$ cat config.mk
export PLATFORM = sky130hd
export DESIGN_NAME = bist_response_analyzer
export DESIGN_NICKNAME = d
export VERILOG_FILES = /design/src/rtl/bist_response_analyzer.sv
export SDC_FILE = /design/constraint.sdc
export NUM_CORES = 1
export LEC_CHECK = 0
export BUFFER_PORTS_ARGS = -buffer_cell sky130_fd_sc_hd__buf_2
export CAP_MARGIN = 10
export CORE_ASPECT_RATIO = 0.9
export CORE_MARGIN = 4
export CORE_UTILIZATION = 48
export DETAILED_ROUTE_END_ITERATION = 12
export PLACE_DENSITY = 0.75
export REMOVE_ABC_BUFFERS = 1
export SETUP_SLACK_MARGIN = 0.2
export SYNTH_ARGS = -nofsm -noshare
export SYNTH_HDL_FRONTEND = slang
export SYNTH_SLANG_ARGS = --single-unit
$ cat constraint.sdc
create_clock -name clk -period 1.55 [get_ports clk]
set_clock_uncertainty 0.2 [all_clocks]
set_input_delay 0.0775 -clock clk [delete_from_list [all_inputs] [get_ports clk]]
set_output_delay 0.0775 -clock clk [all_outputs]
set_load 0.05 [all_outputs]
$ cat src/rtl/bist_response_analyzer.sv
// Sequences scan shift/capture/unload for a BIST run and compacts the serial
// scan response into an 8-bit MISR; pass flags a match against GOLDEN once the run completes.
module bist_response_analyzer #(
   parameter int          CHAIN_LEN    = 8,
   parameter int          NUM_PATTERNS = 8,
   parameter logic [7:0]  SEED         = 8'h00,
   parameter logic [7:0]  GOLDEN       = 8'h00
) (
   input  logic       clk,
   input  logic       rst_n,
   input  logic       start,
   input  logic       scan_out,
   output logic       scan_en,
   output logic       busy,
   output logic       done,
   output logic       pass,
   output logic [7:0] signature
);

   localparam int BW = (CHAIN_LEN > 1) ? $clog2(CHAIN_LEN) : 1;
   localparam int PW = (NUM_PATTERNS > 1) ? $clog2(NUM_PATTERNS) : 1;
   localparam logic [BW-1:0] BIT_LAST = BW'(CHAIN_LEN - 1);
   localparam logic [PW-1:0] PAT_LAST = PW'(NUM_PATTERNS - 1);

   typedef enum logic [2:0] {
      IDLE,
      SHIFT,
      CAPTURE,
      UNLOAD,
      DONE
   } state_t;

   state_t          state;
   logic [BW-1:0]   bit_cnt;
   logic [PW-1:0]   pat_cnt;
   logic            fb;
   logic [7:0]      misr_next;

   // x^8+x^4+x^3+x^2+1, response bit folded in at the feedback tap
   assign fb        = signature[7] ^ scan_out;
   assign misr_next = {signature[6:4], signature[3] ^ fb, signature[2] ^ fb,
                       signature[1] ^ fb, signature[0], fb};

   assign pass = done && (signature == GOLDEN);

   always_ff @(posedge clk) begin
      if (!rst_n) begin
         state     <= IDLE;
         bit_cnt   <= '0;
         pat_cnt   <= '0;
         signature <= SEED;
         scan_en   <= 1'b0;
         busy      <= 1'b0;
         done      <= 1'b0;
      end else begin
         // scan_en is registered with the state, so it is high exactly in SHIFT/UNLOAD
         if (scan_en) begin
            signature <= misr_next;
         end
         case (state)
            IDLE, DONE: begin
               if (start) begin
                  state     <= SHIFT;
                  bit_cnt   <= '0;
                  pat_cnt   <= '0;
                  signature <= SEED;
                  scan_en   <= 1'b1;
                  busy      <= 1'b1;
                  done      <= 1'b0;
               end
            end
            SHIFT: begin
               if (bit_cnt == BIT_LAST) begin
                  state   <= CAPTURE;
                  bit_cnt <= '0;
                  scan_en <= 1'b0;
               end else begin
                  bit_cnt <= bit_cnt + 1'b1;
               end
            end
            CAPTURE: begin
               scan_en <= 1'b1;
               if (pat_cnt == PAT_LAST) begin
                  state <= UNLOAD;
               end else begin
                  pat_cnt <= pat_cnt + 1'b1;
                  state   <= SHIFT;
               end
            end
            UNLOAD: begin
               if (bit_cnt == BIT_LAST) begin
                  state   <= DONE;
                  bit_cnt <= '0;
                  scan_en <= 1'b0;
                  busy    <= 1'b0;
                  done    <= 1'b1;
               end else begin
                  bit_cnt <= bit_cnt + 1'b1;
               end
            end
            default: begin
               state   <= IDLE;
               bit_cnt <= '0;
               pat_cnt <= '0;
               scan_en <= 1'b0;
               busy    <= 1'b0;
               done    <= 1'b0;
            end
         endcase
      end
   end

endmodule

==> impl_metrics.py, run 1 <==
metrics = {
    "sta": {
        "holdWs_ns": -0.00581,
        "tightest_slew_ns": 0.310,
        "rsz0062_at_grt": "true",
        "slew_headroom_pct": 79.3,
        "period_share_pct": 116,
        "fin_crit_ns": 1.81,
        "report.final.slew_viol_count": 0,
        "setup_ws_ns": -0.255,
        "setup_viol": 1,
        "hold_viol": 1,
        "fmax_ghz": 0.554,
    },
    "global_routing": {
        "grt.total_usage_pct": 18.5,
        "grt_pass1_vias": 889,
        "gr-total-overflow": 0,
        "grt_pass1_wl_mm": 4.08,
        "grt_max_degree": 16,
        "antenna_found_initial": 0,
    },
    "cts": {
        "clkSlewWorstSetupHoldPaths_ns": 0.10,
        "clockRootBuffer": "clkbuf_4",
        "cts_buffer_depth": 2,
        "clk_latency_ns": 0.30,
        "cts_sinks": 20,
        "cts-buffers-inserted": 3,
        "cts_tree": "built",
        "cts_hold_buf": 3,
        "htreeDepth": 1,
    },
    "worst_setup_path": {
        "timing.rr.start": "signature[7]$_SDFF_PN0_",
        "cpPeakStageDelay_ns": 0.54,
        "ff2ff_path_depth": 4,
        "worst_path_max_delay_cell": "or4_4",
        "arrival_ns": 1.53,
        "cp-end-kind": "output pin",
        "cp_max_fo": 2,
        "path_cells": "or4_4, nor4_4, buf_6",
        "cp.required_ns": 1.27,
        "crit_type": "reg -> out",
        "setup.worst_path.start_class": "register",
        "reg2reg_slack_ns": 0.13,
        "r2r_end": "signature[3]$_SDFF_PN0_",
    },
    "route": {
        "drt_pass1_iterations": 4,
        "routed_wl_mm": 2.82,
        "vias": 900,
        "viasPerCell": 5.84,
        "drtAntennaViolNets": 0,
        "drtIter0Drc": 18,
        "wl_per_cell_um": 18.3,
        "drc": 0,
    },
    "floorplan": {
        "initial_core_util_pct": 50.7,
        "die_area_um2": 2810,
        "std_cell_rows": 15,
        "chipWidth_um": 55.4,
        "die_height_um": 50.7,
        "io_pins": 16,
        "core_area_um2": 1910,
    },
    "synthesis": {
        "synth_warnings": 0,
        "synth_cell_types": 34,
        "synth_area_um2": 971,
        "synth_cells": 101,
        "avgSynthCellArea_um2": 9.61,
        "synth_top_area_share_pct": 41.2,
        "synth-seq-area-share_pct": 41.2,
        "yosysTopAreaCell": "dfxtp_1",
        "ys_ff_latch": 20,
        "synth_area_leaders": "dfxtp_1, ha_1, nor2b_1",
    },
    "placed_design": {
        "io_buffers": 15,
        "place_ws_ns": -0.0456,
        "globalplace.congestion": 0.788,
        "dp_cells": 142,
        "dpl.hpwl_mm": 1.47,
    },
    "finish": {
        "n_antenna_cell": 0,
        "fin_cells": 154,
        "final_cell_mix": "buf_4, dfxtp_1, nor2_1",
        "drive_gt1_share_pct": 54.3,
        "utilization_pct": 76.9,
        "area_delta_synth_final_pct": 51.7,
        "nets": 139,
        "layout_commonest_cell": "buf_4",
    },
    "worst_hold_path": {
        "whs_path_depth": 3,
        "min-delay-start": "scan_out",
        "worstHoldPathType": "in -> reg",
        "min_to": "signature[0]$_SDFF_PN0_",
    },
    "job": {
        "drv_cap": 0,
    },
    "power": {
        "fin_total_pwr_uw": 1030,
        "leakagePower_uw": 0.000596,
        "ir_drop_v": 0.000691,
        "cellPowerDensity_nw_per_um2": 700,
    },
    "run_status": {
        "status": "finished, violations left",
        "violations": "hold timing, setup timing",
    },
}
[worst max-delay path by stage]
| stage | start | to | slack, ns | depth (start not counted) |
|---|---|---|---|---|
| 3_5_place_dp | signature[4]$_SDFF_PN0_ | pass | -0.05 | 3 |
| 5_1_grt | signature[4]$_SDFF_PN0_ | pass | -0.32 | 3 |
| 4_1_cts | signature[4]$_SDFF_PN0_ | pass | -0.26 | 3 |
| 3_3_place_gp | signature[4]$_SDFF_PN0_ | pass | -0.03 | 3 |
| 6_report | signature[4]$_SDFF_PN0_ | pass | -0.26 | 3 |
| 2_1_floorplan | signature[7]$_SDFF_PN0_ | pass | -0.74 | 2 |
[where the power goes]
part | internal (µW) | total, µW | switching, µW
Sequential | 529 | 555 | 26.6
Clock | 90.7 | 250 | 159
Combinational | 100 | 225 | 125
Total | 720 | 1030 | 311
[metal layers]
metal | vias up | GRT usage [%] | wire [µm] | part of all wire, %
met2 | 19 | 32.7 | 1490 | 53
met3 | 9 | 5.91 | 107 | 3.8
met4 | 0 | 4.45 | 68 | 2.4
met5 | - | 0 | 0 | 0
li1 | 428 | - | - | -
met1 | 444 | 21.6 | 1150 | 41
[Yosys cell counts]
cell type and instances:
nor3b_1 3, o21ai_0 2, nand3b_1 2, nand2b_1 5, mux2i_1 4, nand2_1 3, ha_1 4, nor4_2 1
clkbuf_1 2, a21o_1 2, a211oi_1 1, nand3_1 1, o311a_1 3, nor4_1 1, a32o_1 2, xnor2_2 1
nor2_1 8, o21bai_1 1, and3_1 3, or4_4 1, or3b_1 1, a31o_2 1, a31oi_1 2, a21oi_1 4
nor2b_1 7, nor3_1 2, nor4b_1 1, xor2_1 1, a32oi_1 2, a2bb2oi_1 1, a21boi_1 2, a21boi_0 2
buf_2 5, dfxtp_1 20
[registers in the layout, summed over array words and instances, names as in the netlist]
name and flops:
bit_cnt 3, busy 1, signature 8, scan_en 1, pat_cnt 3, done 1
state 3
[cell families after synthesis]
logic type / after synthesis / share of synthesized area, %
xor gates and xnor gates: 2 / 2.58
DFF: 20 / 41.2
muxes: 4 / 4.12
adders and majority gates: 4 / 5.15
AOI/OAI and AO/OA: 25 / 19.3
and+or+nand+nor: 39 / 24.2
buffers and inverters: 7 / 3.35
[per-stage QoR]
step	cell area, µm²	hold slack (ns)	TNS, ns
final	1470	-0.00581	-0.255
after global routing	1470	-0.0359	-0.316
after CTS	1340	-0.00933	-0.261
after detailed placement	1100	0.241	-0.143
after global placement	1100	0.244	-0.0267
after floorplan	938	0.00567	-1.05
[critical path, delay by kind of cell (launching register included)]
family | cells | cell delay (ns)
and+or+nand+nor | 2 | 0.71
DFF | 1 | 0.32
buffers and inverters | 1 | 0.20
[area by class of cell]
class | count | area [µm²]
Clock buffer | 3 | 22.5
Tap cell | 25 | 31.3
Fill cell | 134 | 442
Sequential cell | 20 | 420
Multi-Input combinational cell | 74 | 753
Timing Repair Buffer | 32 | 245
[timing repair]
action,CTS,global route
setup buffers,3,3
endpoints found under the hold margin,11,1
resized for setup,34,30
pin swaps,14,7
setup endpoints to repair,22,21
No activity file was read; power rests on OpenSTA's default activity.
==> run 2, diff against run 1 <==
BUFFER_PORTS_ARGS = default   (was -buffer_cell sky130_fd_sc_hd__buf_2)
CORE_UTILIZATION = 54   (was 48)
DONT_BUFFER_PORTS = 1   (was default)
==> run 2 against run 1 <==
The run still ends with hold timing, setup timing left. Combinational power is 6% lower. Non-clock buffer count decreased by 6. Hold slack worse by 0.072 ns. Total power is 3.5% higher. Critical endpoint unchanged. Largest cell class unchanged. Largest power group unchanged.
==> impl_metrics.py, run 2 (synthesis results as in run 1) <==
metrics = {
    "sta": {
        "fin_crit_ns": 1.82,
        "setup_viol": 1,
        "holdWs_ns": -0.0781,
        "period_share_pct": 117,
        "tightest_slew_ns": 0.527,
        "report.final.slew_viol_count": 0,
        "setup_ws_ns": -0.266,
        "fmax_ghz": 0.551,
        "rsz0062_at_grt": "true",
        "hold_viol": 1,
        "slew_headroom_pct": 64.9,
    },
    "floorplan": {
        "die_area_um2": 2540,
        "std_cell_rows": 14,
        "core_area_um2": 1680,
        "die_height_um": 48.2,
        "io_pins": 16,
        "chipWidth_um": 52.7,
        "initial_core_util_pct": 57.7,
    },
    "cts": {
        "cts_hold_buf": 2,
        "cts_tree": "built",
        "clkSlewWorstSetupHoldPaths_ns": 0.11,
        "clk_latency_ns": 0.30,
        "clockRootBuffer": "clkbuf_4",
        "cts-buffers-inserted": 3,
        "htreeDepth": 1,
        "cts_buffer_depth": 2,
        "cts_sinks": 20,
    },
    "worst_setup_path": {
        "worst_path_max_delay_cell": "or4_4",
        "path_buf_inv": 1,
        "cpPeakStageDelay_ns": 0.55,
        "cp-end-kind": "output pin",
        "setup.worst_path.start_class": "register",
        "path_cells": "or4_4, nor4_4, buf_6",
        "arrival_ns": 1.54,
        "cp.required_ns": 1.27,
        "cp_top_family": "simple AND/OR/NAND/NOR gates",
        "cp_max_fo": 2,
        "crit_type": "reg -> out",
    },
    "power": {
        "p_seq_share_pct": 52.3,
        "cellPowerDensity_nw_per_um2": 739,
        "power_switching_uw": 300,
        "intPower_uw": 766,
        "pwr-share-clk_pct": 27.9,
        "leakagePower_uw": 0.000593,
        "ir_drop_v": 0.000970,
        "power_frac_comb_pct": 19.8,
        "switching_share_pct": 28.2,
    },
    "finish": {
        "largest_reg_flops": 8,
        "area_delta_synth_final_pct": 48.7,
        "n_antenna_cell": 0,
        "nets": 133,
        "fill_cells": 78,
        "drive_gt1_share_pct": 53.2,
        "regMostFlops": "signature",
        "fin_cells": 148,
        "seq_area_um2": 423,
        "final_cell_mix": "buf_4, dfxtp_1, nor2_1, nor2b_1",
        "layout_commonest_cell": "buf_4",
        "utilization_pct": 85.9,
        "multi_input_area_um2": 732,
    },
    "worst_hold_path": {
        "worstHoldPathType": "in -> reg",
    },
    "placed_design": {
        "dpl.hpwl_mm": 1.38,
        "globalplace.congestion": 0.732,
        "dp_cells": 137,
        "io_buffers": 0,
        "place_ws_ns": -0.0125,
    },
    "job": {
        "drv_cap": 0,
    },
    "route": {
        "drc": 0,
        "drt_pass1_iterations": 4,
        "viasPerCell": 5.82,
        "drtAntennaViolNets": 0,
        "routed_wl_mm": 2.63,
        "drtIter0Drc": 17,
        "vias": 862,
        "wl_per_cell_um": 17.7,
    },
    "global_routing": {
        "grt_pass1_vias": 806,
        "gr-total-overflow": 0,
        "grt.total_usage_pct": 20.1,
        "grt_max_degree": 16,
        "grt_pass1_wl_mm": 3.66,
        "antenna_found_initial": 0,
    },
    "run_status": {
        "status": "finished, violations left",
        "violations": "hold timing, setup timing",
    },
}
run 2: cell count changes in the layout (fill, tap and decap cells not counted), sizes merged:
cell	before	now
buf	25	23
clkbuf	7	5
dlygate4sd3	3	1
dlymetal6s4s	0	1
run 2: final timing paths:
path / slack (ns) / startpoint / cells after the start / to
max: -0.27 / signature[4]$_SDFF_PN0_ / 3 / pass
min: -0.08 / scan_out / 3 / signature[0]$_SDFF_PN0_
max reg2reg: 0.05 / signature[7]$_SDFF_PN0_ / 5 / signature[2]$_SDFF_PN0_
min reg2reg: 0.28 / busy$_SDFFE_PN0P_ / 2 / busy$_SDFFE_PN0P_
run 2: worst register-to-register path, delay by kind of cell (launching register included):
kind                   cells  cell delay, ns
AO/OA/AOI/OAI              1            0.33
XOR/XNOR                   1            0.21
buffers and inverters      2            0.23
flip-flops                 1            0.34
AND/OR/NAND/NOR            1            0.08
run 2: area by class of cell:
type	count	area share (%)
Multi-Input combinational cell	74	50.7
Clock buffer	4	2.51
Timing Repair Buffer	26	15.4
Sequential cell	20	29.3
Tap cell	24	2.08
run 2: timing repair:
action,CTS,global route
pin swaps,17,18
gates cloned,0,0
endpoints found under the setup margin,21,19
gates resized for setup,31,26
setup buffers,2,3
hold endpoints to repair,20,1
run 2: metrics by stage:
| step | instance area, µm² | TNS, ns | hold WS (ns) | power (µW) |
|---|---|---|---|---|
| 3_5_place_dp | 1110 | -0.0171 | 0.0126 | 723 |
| 5_1_grt | 1440 | -0.313 | -0.0836 | 1110 |
| 4_1_cts | 1320 | -0.277 | -0.186 | 1050 |
| 6_report | 1440 | -0.266 | -0.0781 | 1070 |
| 2_1_floorplan | 938 | -1.05 | 0.00567 | 674 |
| 3_3_place_gp | 1110 | 0 | 0.00963 | 718 |
run 2: per-layer routing:
metal  wire length (µm)  global-route usage [%]  part of all wire (%)
met4                 49                    5.61                   1.9
met2               1360                    34.9                    52
met3                 91                    6.42                   3.5
met5                  0                       0                     0
met1               1120                    24.3                    43
run 2: power groups by stage:
stage,combinational [µW],clock (µW),sequential [µW]
after global placement,156,0,562
after floorplan,68.7,0,606
after global routing,224,325,560
final,211,298,558
after CTS,189,306,557
after detailed placement,159,0,564
==> run 3, diff against run 2 <==
ABC_AREA = 1   (was default)
CORE_UTILIZATION = 58   (was 54)
CTS_BUF_LIST = sky130_fd_sc_hd__clkbuf_4 sky130_fd_sc_hd__clkbuf_8   (was default)
PLACE_DENSITY = 0.79   (was 0.75)
==> run 3 against run 2 <==
The flow finishes with violations (setup timing). Via count up 34%. Hold slack better by 0.15 ns. First-iteration DRC count rose to 3.6 times the previous value. Sequential power up 52%. Maximum frequency up 14%. Clock power up 48%. Total power rose to 3.0 times the previous value.
==> impl_metrics.py, run 3 <==
metrics = {
    "run_status": {
        "status": "finished, violations left",
        "violations": "setup timing",
    },
    "synthesis": {
        "synth_edf_count": 0,
        "synth_area_leaders": "dfxtp_1, nand2_1, inv_1",
        "synthArstFlopShare_pct": 0,
        "yosysTopAreaCell": "dfxtp_1",
        "netlist_top_cells_count": "nand2_1, inv_1, nor2_1",
        "synth_top_area_share_pct": 39.0,
        "synth_warnings": 0,
        "dominantRegCellSynth": "dfxtp_1",
        "synth_cell_types": 21,
        "synth-seq-area-share_pct": 39.0,
        "synth.most_common_cell": "nand2_1",
        "synth_area_um2": 1030,
        "avgSynthCellArea_um2": 7.08,
        "synth_cells": 145,
        "ys_ff_latch": 20,
    },
    "placed_design": {
        "io_buffers": 0,
        "dp_cells": 184,
        "dpl.hpwl_mm": 1.71,
        "globalplace.congestion": 0.786,
        "place_area_um2": 1180,
    },
    "global_routing": {
        "grt.total_usage_pct": 24.7,
        "grt_pass1_wl_mm": 4.45,
        "grt_pass1_vias": 1012,
        "antenna_found_initial": 0,
        "gr-total-overflow": 0,
        "grt_max_degree": 13,
    },
    "cts": {
        "clkSlewWorstSetupHoldPaths_ns": 0.13,
        "cts_tree": "built",
        "htreeDepth": 1,
        "cts_sinks": 20,
        "cts_buffer_depth": 2,
        "clockRootBuffer": "clkbuf_4",
        "cts-buffers-inserted": 3,
        "clk_latency_ns": 0.31,
    },
    "finish": {
        "nets": 185,
        "utilization_pct": 91.1,
        "final_area_um2": 1530,
        "fin_cells": 200,
        "layout_commonest_cell": "nand2_1",
        "regMostFlops": "signature",
        "final_cell_mix": "nand2_1, buf_4, nor2_1, inv_1",
        "n_antenna_cell": 0,
        "largest_reg_flops": 8,
        "area_delta_synth_final_pct": 49.1,
        "drive_gt1_share_pct": 50.0,
    },
    "route": {
        "routed_wl_mm": 3.70,
        "viasPerCell": 5.80,
        "wl_per_cell_um": 18.5,
        "drt_pass1_iterations": 4,
        "drtAntennaViolNets": 0,
        "vias": 1159,
        "drc": 0,
        "drtIter0Drc": 62,
    },
    "sta": {
        "hold_viol": 0,
        "fin_crit_ns": 1.59,
        "setup_ws_ns": -0.0390,
        "report.final.slew_viol_count": 0,
        "tightest_slew_ns": 0.370,
        "period_share_pct": 103,
        "slew_headroom_pct": 75.3,
        "fmax_ghz": 0.629,
        "rsz0062_at_grt": "true",
        "holdWs_ns": 0.0717,
        "timing.setup.tns_ns": -0.0566,
        "setup_viol": 3,
    },
    "floorplan": {
        "std_cell_rows": 14,
        "initial_core_util_pct": 61.1,
        "io_pins": 16,
        "chipWidth_um": 52.4,
        "core_area_um2": 1680,
        "die_height_um": 47.9,
        "die_area_um2": 2510,
    },
    "worst_setup_path": {
        "cp_max_fo": 2,
        "reg2reg_slack_ns": -0.01,
        "setup.worst_path.start_class": "register",
        "cp-end-kind": "output pin",
        "crit_type": "reg -> out",
        "ff2ff_path_depth": 8,
        "r2r_end": "state[0]$_SDFFE_PN0P_",
        "arrival_ns": 1.31,
        "cp.required_ns": 1.27,
        "timing.rr.start": "bit_cnt[1]$_SDFFE_PN0P_",
    },
    "power": {
        "cellPowerDensity_nw_per_um2": 2120,
        "ir_drop_v": 0.00139,
        "leakagePower_uw": 0.000708,
    },
    "worst_hold_path": {
        "min_to": "signature[0]$_SDFF_PN0_",
        "min-delay-start": "scan_out",
        "whs_path_depth": 5,
        "worstHoldPathType": "in -> reg",
    },
    "job": {
        "drv_cap": 0,
    },
}
[run 3: final cells by class]
type | instances | area, µm²
clock buffers | 3 | 22.5
inverters | 22 | 85.1
clock inverters | 1 | 30.0
multi-input cells | 101 | 702
repair buffers | 29 | 243
fillers | 68 | 150
well taps | 24 | 30.0
flip-flops and latches | 20 | 419
[run 3: per-stage QoR]
step	total power (µW)	worst slack, ns
after floorplan	1740	-1.07
after global placement	2050	0.0599
after detailed placement	2110	-0.0251
after CTS	2810	-0.0337
after global routing	3390	-0.119
final	3250	-0.0390
[run 3: worst max path at each step]
stage	start	endpoint	slack [ns]
global placement	bit_cnt[0]$_SDFFE_PN0P_	busy$_SDFFE_PN0P_	0.06
detailed placement	bit_cnt[0]$_SDFFE_PN0P_	busy$_SDFFE_PN0P_	-0.03
global route	signature[0]$_SDFF_PN0_	pass	-0.12
CTS	signature[4]$_SDFF_PN0_	pass	-0.03
floorplan	signature[2]$_SDFF_PN0_	pass	-1.07
finish	signature[0]$_SDFF_PN0_	pass	-0.04
[run 3: critical path: stages (launching register included)]
cell and delay (ns):
dfxtp_1 0.33, nor2_1 0.09, nand2_1 0.09, nor4b_2 0.26, buf_4 0.24
[run 3: timing repair]
item | in CTS | in global routing
endpoints found under the hold margin | 20 | 0
resized for setup | 36 | 30
setup buffers | 6 | 3
hold buffers | 3 | 0
pin swaps | 15 | 18
endpoints found under the setup margin | 12 | 22
[run 3: kinds of logic (layout without fill, tap and decap cells)]
logic type,Yosys count,count (layout),synth area share [%]
AOI/OAI and AO/OA,19,19,9.99
adders and majority gates,4,4,4.87
buffers and inverters,24,55,9.50
DFF,20,20,39.0
and+or+nand+nor,78,78,36.7
[run 3: metal layers]
metal	vias up	part of all wire, %	track usage (%)
met5	-	0	0
met4	0	6.2	15.3
met3	28	7.9	3.74
met2	97	47	42.8
met1	522	39	29.2
li1	512	-	-
[run 3: report_power, final]
part | internal [µW] | total [µW] | switching (µW)
clock | 261 | 440 | 179
combinational | 727 | 1960 | 1230
sequential | 676 | 847 | 172
total | 1660 | 3250 | 1590
